**src/rtl/mem_access_ctrl.sv**
```systemverilog
// Load/store sequencer between the MEM stage and a variable-latency data port.
// Checks alignment, builds byte enables and lane data, handshakes with memory and extends loads.
module mem_access_ctrl #(
  parameter int unsigned TIMEOUT = 255
) (
  input  logic        clk,
  input  logic        reset,
  input  logic        mem_req,
  input  logic        mem_we,
  input  logic [2:0]  mem_op,
  input  logic [31:0] addr,
  input  logic [31:0] wdata,
  output logic        stall,
  output logic [31:0] rdata,
  output logic        rvalid,
  output logic        bus_err,
  output logic        exc_adel,
  output logic        exc_ades,
  output logic        m_req,
  output logic        m_we,
  output logic [3:0]  m_be,
  output logic [31:0] m_addr,
  output logic [31:0] m_wdata,
  input  logic        m_ack,
  input  logic [31:0] m_rdata
);

  // state | meaning
  // IDLE  | waiting for a MEM-stage access; misaligned ones raise an exception here
  // BUSY  | request held on the memory port until ack or timeout
  // DONE  | one-cycle completion, rvalid high, pipeline released
  typedef enum logic [1:0] {
    ST_IDLE = 2'd0,
    ST_BUSY = 2'd1,
    ST_DONE = 2'd2
  } state_e;

  localparam logic [2:0] OP_W  = 3'b000;
  localparam logic [2:0] OP_HU = 3'b001;
  localparam logic [2:0] OP_HS = 3'b010;
  localparam logic [2:0] OP_BU = 3'b011;
  localparam logic [2:0] OP_BS = 3'b100;

  state_e      state_q, state_d;
  logic [31:0] cnt_q, cnt_d;
  logic        m_req_q, m_req_d;
  logic        m_we_q, m_we_d;
  logic [3:0]  m_be_q, m_be_d;
  logic [31:0] m_addr_q, m_addr_d;
  logic [31:0] m_wdata_q, m_wdata_d;
  logic [31:0] rdata_q, rdata_d;
  logic        rvalid_q, rvalid_d;
  logic        bus_err_q, bus_err_d;
  logic [2:0]  op_q, op_d;
  logic [1:0]  off_q, off_d;

  logic        misaligned;
  logic [3:0]  st_be;
  logic [31:0] st_wdata;
  logic [15:0] ld_half;
  logic [7:0]  ld_byte;
  logic [31:0] ld_ext;
  logic        timeout_hit;

  always_comb begin
    misaligned = 1'b0;
    st_be      = 4'b1111;
    st_wdata   = wdata;
    unique case (mem_op)
      OP_W: begin
        misaligned = (addr[1:0] != 2'b00);
      end
      OP_HU, OP_HS: begin
        misaligned = addr[0];
        st_be      = addr[1] ? 4'b1100 : 4'b0011;
        st_wdata   = {wdata[15:0], wdata[15:0]};
      end
      OP_BU, OP_BS: begin
        st_be    = 4'b0001 << addr[1:0];
        st_wdata = {4{wdata[7:0]}};
      end
      default: begin
        misaligned = 1'b1;
      end
    endcase
  end

  // Lane selection uses the offset latched at accept, not the live address.
  always_comb begin
    ld_half = off_q[1] ? m_rdata[31:16] : m_rdata[15:0];
    ld_byte = m_rdata[7:0];
    unique case (off_q)
      2'd0: ld_byte = m_rdata[7:0];
      2'd1: ld_byte = m_rdata[15:8];
      2'd2: ld_byte = m_rdata[23:16];
      2'd3: ld_byte = m_rdata[31:24];
      default: ld_byte = m_rdata[7:0];
    endcase
    unique case (op_q)
      OP_HU:   ld_ext = {16'h0000, ld_half};
      OP_HS:   ld_ext = {{16{ld_half[15]}}, ld_half};
      OP_BU:   ld_ext = {24'h000000, ld_byte};
      OP_BS:   ld_ext = {{24{ld_byte[7]}}, ld_byte};
      default: ld_ext = m_rdata;
    endcase
  end

  assign timeout_hit = (TIMEOUT != 0) && ((cnt_q + 32'd1) == TIMEOUT);

  always_comb begin
    state_d   = state_q;
    cnt_d     = cnt_q;
    m_req_d   = m_req_q;
    m_we_d    = m_we_q;
    m_be_d    = m_be_q;
    m_addr_d  = m_addr_q;
    m_wdata_d = m_wdata_q;
    rdata_d   = rdata_q;
    rvalid_d  = 1'b0;
    bus_err_d = 1'b0;
    op_d      = op_q;
    off_d     = off_q;
    stall     = 1'b0;
    exc_adel  = 1'b0;
    exc_ades  = 1'b0;

    unique case (state_q)
      ST_IDLE: begin
        if (mem_req) begin
          if (misaligned) begin
            exc_adel = ~mem_we;
            exc_ades = mem_we;
          end else begin
            stall     = 1'b1;
            state_d   = ST_BUSY;
            cnt_d     = 32'd0;
            m_req_d   = 1'b1;
            m_we_d    = mem_we;
            m_addr_d  = {addr[31:2], 2'b00};
            m_be_d    = mem_we ? st_be : 4'b1111;
            m_wdata_d = mem_we ? st_wdata : 32'd0;
            op_d      = mem_op;
            off_d     = addr[1:0];
          end
        end
      end

      ST_BUSY: begin
        stall = 1'b1;
        cnt_d = cnt_q + 32'd1;
        if (m_ack) begin
          rdata_d  = m_we_q ? 32'd0 : ld_ext;
          rvalid_d = 1'b1;
          m_req_d  = 1'b0;
          state_d  = ST_DONE;
        end else if (timeout_hit) begin
          rdata_d   = 32'd0;
          rvalid_d  = 1'b1;
          bus_err_d = 1'b1;
          m_req_d   = 1'b0;
          state_d   = ST_DONE;
        end
      end

      ST_DONE: begin
        state_d = ST_IDLE;
      end

      default: begin
        state_d = ST_IDLE;
        m_req_d = 1'b0;
      end
    endcase
  end

  always_ff @(posedge clk) begin
    if (reset) begin
      state_q   <= ST_IDLE;
      cnt_q     <= 32'd0;
      m_req_q   <= 1'b0;
      m_we_q    <= 1'b0;
      m_be_q    <= 4'b0000;
      m_addr_q  <= 32'd0;
      m_wdata_q <= 32'd0;
      rdata_q   <= 32'd0;
      rvalid_q  <= 1'b0;
      bus_err_q <= 1'b0;
      op_q      <= 3'b000;
      off_q     <= 2'b00;
    end else begin
      state_q   <= state_d;
      cnt_q     <= cnt_d;
      m_req_q   <= m_req_d;
      m_we_q    <= m_we_d;
      m_be_q    <= m_be_d;
      m_addr_q  <= m_addr_d;
      m_wdata_q <= m_wdata_d;
      rdata_q   <= rdata_d;
      rvalid_q  <= rvalid_d;
      bus_err_q <= bus_err_d;
      op_q      <= op_d;
      off_q     <= off_d;
    end
  end

  assign m_req   = m_req_q;
  assign m_we    = m_we_q;
  assign m_be    = m_be_q;
  assign m_addr  = m_addr_q;
  assign m_wdata = m_wdata_q;
  assign rdata   = rdata_q;
  assign rvalid  = rvalid_q;
  assign bus_err = bus_err_q;

endmodule

```
**config.mk**
```make
export PLATFORM = sky130hd
export DESIGN_NAME = mem_access_ctrl
export DESIGN_NICKNAME = d
export VERILOG_FILES = /design/src/rtl/mem_access_ctrl.sv
export SDC_FILE = /design/constraint.sdc
export NUM_CORES = 1
export LEC_CHECK = 0
export ABC_AREA = 1
export CORE_ASPECT_RATIO = 0.75
export CORE_MARGIN = 8
export CORE_UTILIZATION = 45
export CTS_CLUSTER_DIAMETER = 100
export DETAILED_ROUTE_END_ITERATION = 6
export HOLD_SLACK_MARGIN = 0.15
export PLACE_DENSITY_LB_ADDON = 0.08
export SLEW_MARGIN = 20
export SYNTH_ARGS = -nofsm -noshare
export SYNTH_HDL_FRONTEND = slang
export SYNTH_SLANG_ARGS = --single-unit
```
**constraint.sdc**
```tcl
create_clock -name clk -period 4.75 [get_ports clk]
set_input_delay 0.95 -clock clk [delete_from_list [all_inputs] [get_ports clk]]
set_output_delay 0.95 -clock clk [all_outputs]
set_load 0.01 [all_outputs]
```
After elaboration in Yosys (flattened, before gate mapping) --
Cells that the tools add are included.
Storage, ports and cells: word-level logic and storage cells 86, flip-flop bits (word level) 141, output and inout bits 107, input bits 104
Cells by class: muxes and demuxes 36, shifts and indexed selects 1, equality and inequality tests 17, bitwise operators 4, reduce and logical (&&, ||, !) cells 15, add/subtract/negate cells 1
Operators by type and width (number):
- 32-bit two-way mux | 6
- 32-bit case mux with 2 select lines | 2
- 32-bit case mux with 4 select lines | 1
- 32-bit by 1-bit adder with 32-bit output (second input constant) | 1
- 32-bit by 8-bit equality test with 1-bit output (second input constant) | 1
- 8-bit case mux with 4 select lines | 1
- 16-bit two-way mux | 1
- 1-bit two-way mux | 14
- 3-bit by 2-bit equality test with 1-bit output (second input constant) | 4
- 3-bit AND reduction | 3
- 2-bit two-way mux | 4
- 4-bit two-way mux | 2
- 4-bit case mux with 2 select lines | 1
- 2-bit equality test (second input constant) | 3
- 3-bit by 1-bit equality test with 1-bit output (second input constant) | 2
- 3-bit equality test (second input constant) | 2
- 1-bit case mux with 3 select lines | 2
- 2-bit nonzero test | 3
- 2-bit OR reduction | 3
- 2-bit by 1-bit equality test with 1-bit output (second input constant) | 2
- 2-bit zero test | 2
- 2-bit != test (second input constant) | 2
- 1-bit inverter | 4
- 2-bit case mux with 2 select lines | 1
- 7 further kinds | 7

Longest topological paths before layout --
depth after elaboration 6, gate-level depth with buffers 18, gate-level depth less buffers 17

Worst setup path before layout --
OpenSTA, ideal clock, no wires.
path kind input-to-output, from in mem_op[0], to out stall, path buffers 0, stages on the path 4, arrival 1.683 ns, required time 3.800 ns, path slack 2.117 ns, cells stage by stage nor2_1 -> o221ai_1 -> o211ai_1 -> nand2_1
Between the ends: cells in the longest elaborated chain, start to end 6, elaborated cells on any way between the ends 11, those cells by class 4 x eq/ne; 4 x mux; 3 x reduce/logical
RTL lines:
- start: declaration | RTL line 10 | input logic [2:0] mem_op,
- 3-bit by 2-bit equality test with 1-bit output (tied with other cells) | RTL line 69 | unique case (mem_op)
- 2-bit OR reduction | RTL line 69
- 1-bit case mux with 3 select lines * | RTL line 69
- 1-bit two-way mux * | RTL line 130 | if (misaligned) begin
- 1-bit two-way mux * | RTL line 129 | if (mem_req) begin
- 1-bit case mux with 2 select lines * | RTL line 127 | unique case (state_q)
- end: declaration | RTL line 13 | output logic stall,
Every way passes the cells marked *; elsewhere a longest branch is shown, timed or not.

Worst setup path in the final report --
Same ends and word-level chain as after synthesis.

==> results_tabular.tex <==
\begin{tabular}{lr}
\hline
Metric & Value \\
\hline
\multicolumn{2}{l}{\textbf{Outcome}} \\
Run status & finished, final reports clean \\
\multicolumn{2}{l}{\textbf{Clock network}} \\
Number of H-tree levels & 4 \\
Clock root buffer & clkbuf\_16 \\
Clock-pin slew on the worst setup and hold paths & 0.06 ns \\
Post-CTS setup-driven buffer insertion count & 0 \\
Sink count of the clock tree & 141 \\
Number of instances resized during post-cts repair & 0 \\
TritonCTS clock tree & built \\
Hold buffer count at CTS & 0 \\
Clock buffers created by TritonCTS & 17 \\
Clock latency on the worst-skew pair & 0.43 ns \\
Maximum root-to-sink buffer count & 2 \\
\multicolumn{2}{l}{\textbf{Power}} \\
Maximum resistive drop on vdd & between 0.0002 and 0.00025 V \\
Leakage dissipation & about 0.004 uW \\
Internal power & 2220 uW \\
Clock network fraction of design power & 0.429 \\
Pwr/cell area & $\sim$310 nW/um\^{}2 \\
Sequential share of power & 0.402 \\
Design Power & around 3100 uW \\
Sw Share & 0.293 \\
Combinational fraction of design power & 0.169 \\
Net switching component of the power & 918 uW \\
\multicolumn{2}{l}{\textbf{Timing}} \\
Fmax & 270 MHz \\
Max Slew Vio Count & 0 \\
Final count of hold timing violations & 0 \\
Final setup violation count & 0 \\
Layout Skew & 0.0110 ns \\
Relative slew slack & 0.323 \\
Share of the cycle needed by the critical path after routing & 0.778 \\
Final critical-path setup slack & 1.05 ns \\
Post-layout minimum cycle time & approximately 3.7 ns \\
Transition time at the pin with the least slew margin & 1.01 ns \\
Unrepaired setup endpoints after global routing & no \\
Total negative setup slack & 0 ns \\
\multicolumn{2}{l}{\textbf{Global routing}} \\
Initial antenna violation count & 1 \\
Overflow left after global routing & 0 \\
Via count of the first global-routing pass & $\sim$7000 \\
Maximum number of pins on one net before global-route repair & 80 \\
Wire length of the first global-routing pass & 38500 microns \\
Total global routing track utilization & 0.233 \\
\multicolumn{2}{l}{\textbf{Cells and area}} \\
Most frequent standard cell in the layout excluding fill and tap cells & nand2\_1 \\
Antenna cell count & 0 \\
Area delta synth->final & 37.7\% \\
Most frequent cells in the layout & 358 x nand2\_1, 207 x clkdlybuf4s50\_1, 141 x dfxtp\_1 \\
Final net count & $\sim$1400 \\
Fraction of final layout cells sized beyond drive strength 1 & 0.0608 \\
\multicolumn{2}{l}{\textbf{Worst setup path}} \\
WS Path Type & input pin to output port \\
Crit path buffers/inverters & 2 \\
Reg-to-reg critical path endpoint & rdata[30] \\
WP depth & 6 \\
Cells along the critical path & clkdlybuf4s50\_1, nor2\_1, o221ai\_1, o211ai\_1, nand2\_1, clkdlybuf4s50\_1 \\
Crit start category & input pin \\
Arr. time, crit path & 2.75 ns \\
Delay of the slowest critical-path stage & about 0.60 ns \\
R2R Path Start & cnt\_q[1] \\
Standard cell with the maximum stage delay on the critical path & clkdlybuf4s50\_1 \\
Nature of the critical path endpoint & output port \\
Largest fanout of any net on the critical path & 5 \\
End point of the critical path & stall \\
Req. time, crit path & 3.80 ns \\
CP Launch Point & mem\_op[0] \\
Crit path max-delay family & buffers and inverters \\
Cell count of the worst reg-to-reg path & 14 \\
Top cell by count, worst path & clkdlybuf4s50\_1 \\
Setup slack, reg-to-reg & between 1.5 and 2 ns \\
\multicolumn{2}{l}{\textbf{Detailed routing}} \\
Wire length on met2 & roughly 10000 microns \\
Per-cell routed wire length & 16.2 microns \\
Routed via count & 7786 \\
Number of iterations in the first detailed-routing pass & 7 \\
Final ANT Viol Nets & 0 \\
Wire length on met3 & about 2600 microns \\
Met1 wire length & 11100 microns \\
Top layer reached by signal wires & met5 \\
Vias per cell & 5.16 \\
Residual DRC count & 0 \\
Detailed-route wire length & around 24000 microns \\
Initial drt markers & just under 600 \\
\multicolumn{2}{l}{\textbf{Floorplanning}} \\
Initial standard-cell utilization of the core & 0.457 \\
Chip width & 163 microns \\
Number of rows created at floorplan & 40 \\
Ports & 211 \\
Area of the die & 20500 sq um \\
Floorplan die height & 126 microns \\
Core Region & 15900 sq um \\
\multicolumn{2}{l}{\textbf{Placed design}} \\
Final HPWL DP & 17700 microns \\
Placer congestion estimate & 0.920 \\
Dpl ws & $\sim$0.84 ns \\
\# port buffers & 208 \\
\multicolumn{2}{l}{\textbf{Logic synthesis}} \\
Most instantiated flip-flop cell in the synthesis netlist & dfxtp\_1 \\
Number of enable flip-flop cells after synthesis & 0 \\
Count of cell types in the netlist & 36 \\
Netlist area before placement & roughly 7300 sq um \\
Average size of a mapped cell & 6.57 sq um \\
Number of cells produced by synthesis & around 1100 \\
Number of warning messages in the yosys log & 0 \\
Sequential area share after synthesis & 0.388 \\
Fraction of registers with async set/reset & 0 \\
Total of flip-flops plus latches after synthesis & 141 \\
\multicolumn{2}{l}{\textbf{Run}} \\
Number of violations of the max-capacitance limit & 0 \\
\multicolumn{2}{l}{\textbf{Min path}} \\
Number of stages on the worst hold path & 2 \\
Hold WC Path Type & flop to flop \\
\hline
\end{tabular}
-- power by group through the flow --
stage               Clock, uW  Combinational [uW]  Sequential [uW]
floorplan                   0                 259             1300
global placement            0                 526             1280
detailed placement          0                 526             1290
CTS                      1370                 529             1260
global route             1430                 580             1270
finish                   1350                 529             1260
-- flip-flops by register name, indices dropped and copies added, names as in the netlist --
name	count
rvalid	1
m_be	4
op_q	3
m_wdata	32
m_addr	30
state_q	2
off_q	2
cnt_q	32
m_we	1
m_req	1
bus_err	1
rdata	32
-- layer usage --
metal / vias to the layer above / track usage
met1: 3541 / 0.305
met4: 2 / 0.0571
li1: 3953 / -
met2: 268 / 0.341
met5: - / 0
met3: 22 / 0.105
-- worst reg2reg max path: stages, from the launching register on --
cell	delay, ns
dfxtp_1	0.42
ha_1	0.24
nand2_2	0.11
nor2_8	0.17
nand2_4	0.10
nor2_4	0.14
nand3_1	0.12
xor2_1	0.32
nand2_1	0.09
nor2_1	0.13
nand3_2	0.12
nand2_4	0.27
nand2_4	0.25
o21ai_1	0.24
inv_1	0.06
-- kinds of logic after synthesis --
group,after synthesis,share of synthesized area
muxes,1,0.00138
other,1,0.000516
buffers and inverters,131,0.0742
DFF,141,0.388
xor gates and xnor gates,8,0.00964
adders and majority gates,2,0.00344
AOI/OAI and AO/OA,247,0.184
and+or+nand+nor,576,0.339
-- worst min path at each step --
stage | startpoint | slack [ns] | end
floorplan | cnt_q[3] | 0.45 | cnt_q[3]
global placement | m_req | 0.45 | m_req
detailed placement | m_addr[19] | 0.45 | m_addr[19]
CTS | m_wdata[30] | 0.46 | m_wdata[30]
global route | rdata[1] | 0.48 | rdata[1]
finish | rdata[2] | 0.46 | rdata[2]
-- stage by stage --
step	hold WS [ns]	cells	utilization	instance area, sq um
CTS	0.465	1509	0.629	10000
detailed placement	0.454	1477	0.592	9420
global placement	0.449	1477	0.592	9420
global route	0.477	1509	0.629	10000
finish	0.462	1509	0.629	10000
floorplan	0.454	1108	-	7270
-- cells in the mapped netlist (2+ instances only) --
cell type    n  area (sq um)
nor2_4       7          78.8
nand2_1    358          1340
o221ai_1     2          17.5
clkbuf_1    48           180
nor2_8       2          40.0
o211ai_1    23           173
a31oi_1      7          43.8
nand2_2      9          56.3
nor3_1       9          45.0
xor2_1       8          70.1
inv_1       70           263
clkinv_1     3          11.3
o21ai_0     52           260
o31ai_1      7          52.6
nand2_4      5          56.3
or2_2        9          56.3
nand3b_1    11          82.6
ha_1         2          25.0
buf_2        2          10.0
nor2_2       4          25.0
dfxtp_1    141          2820
nand3_1     36           180
buf_6        5          56.3
o21ai_1     19          95.1
buf_4        2          15.0
a21oi_1    135           676
nor2_1     118           443
nand4_1      5          31.3
-- area by class of cell --
| type | count | area, sq um |
|---|---|---|
| well taps | 210 | 263 |
| clock inverters | 14 | 150 |
| repair buffers | 217 | 2150 |
| multi-input cells | 836 | 3920 |
| fillers | 1509 | 5900 |
| inverters | 73 | 274 |
| flip-flops and latches | 141 | 2820 |
| clock buffers | 18 | 439 |
No activity file was read; power rests on OpenSTA's default activity.
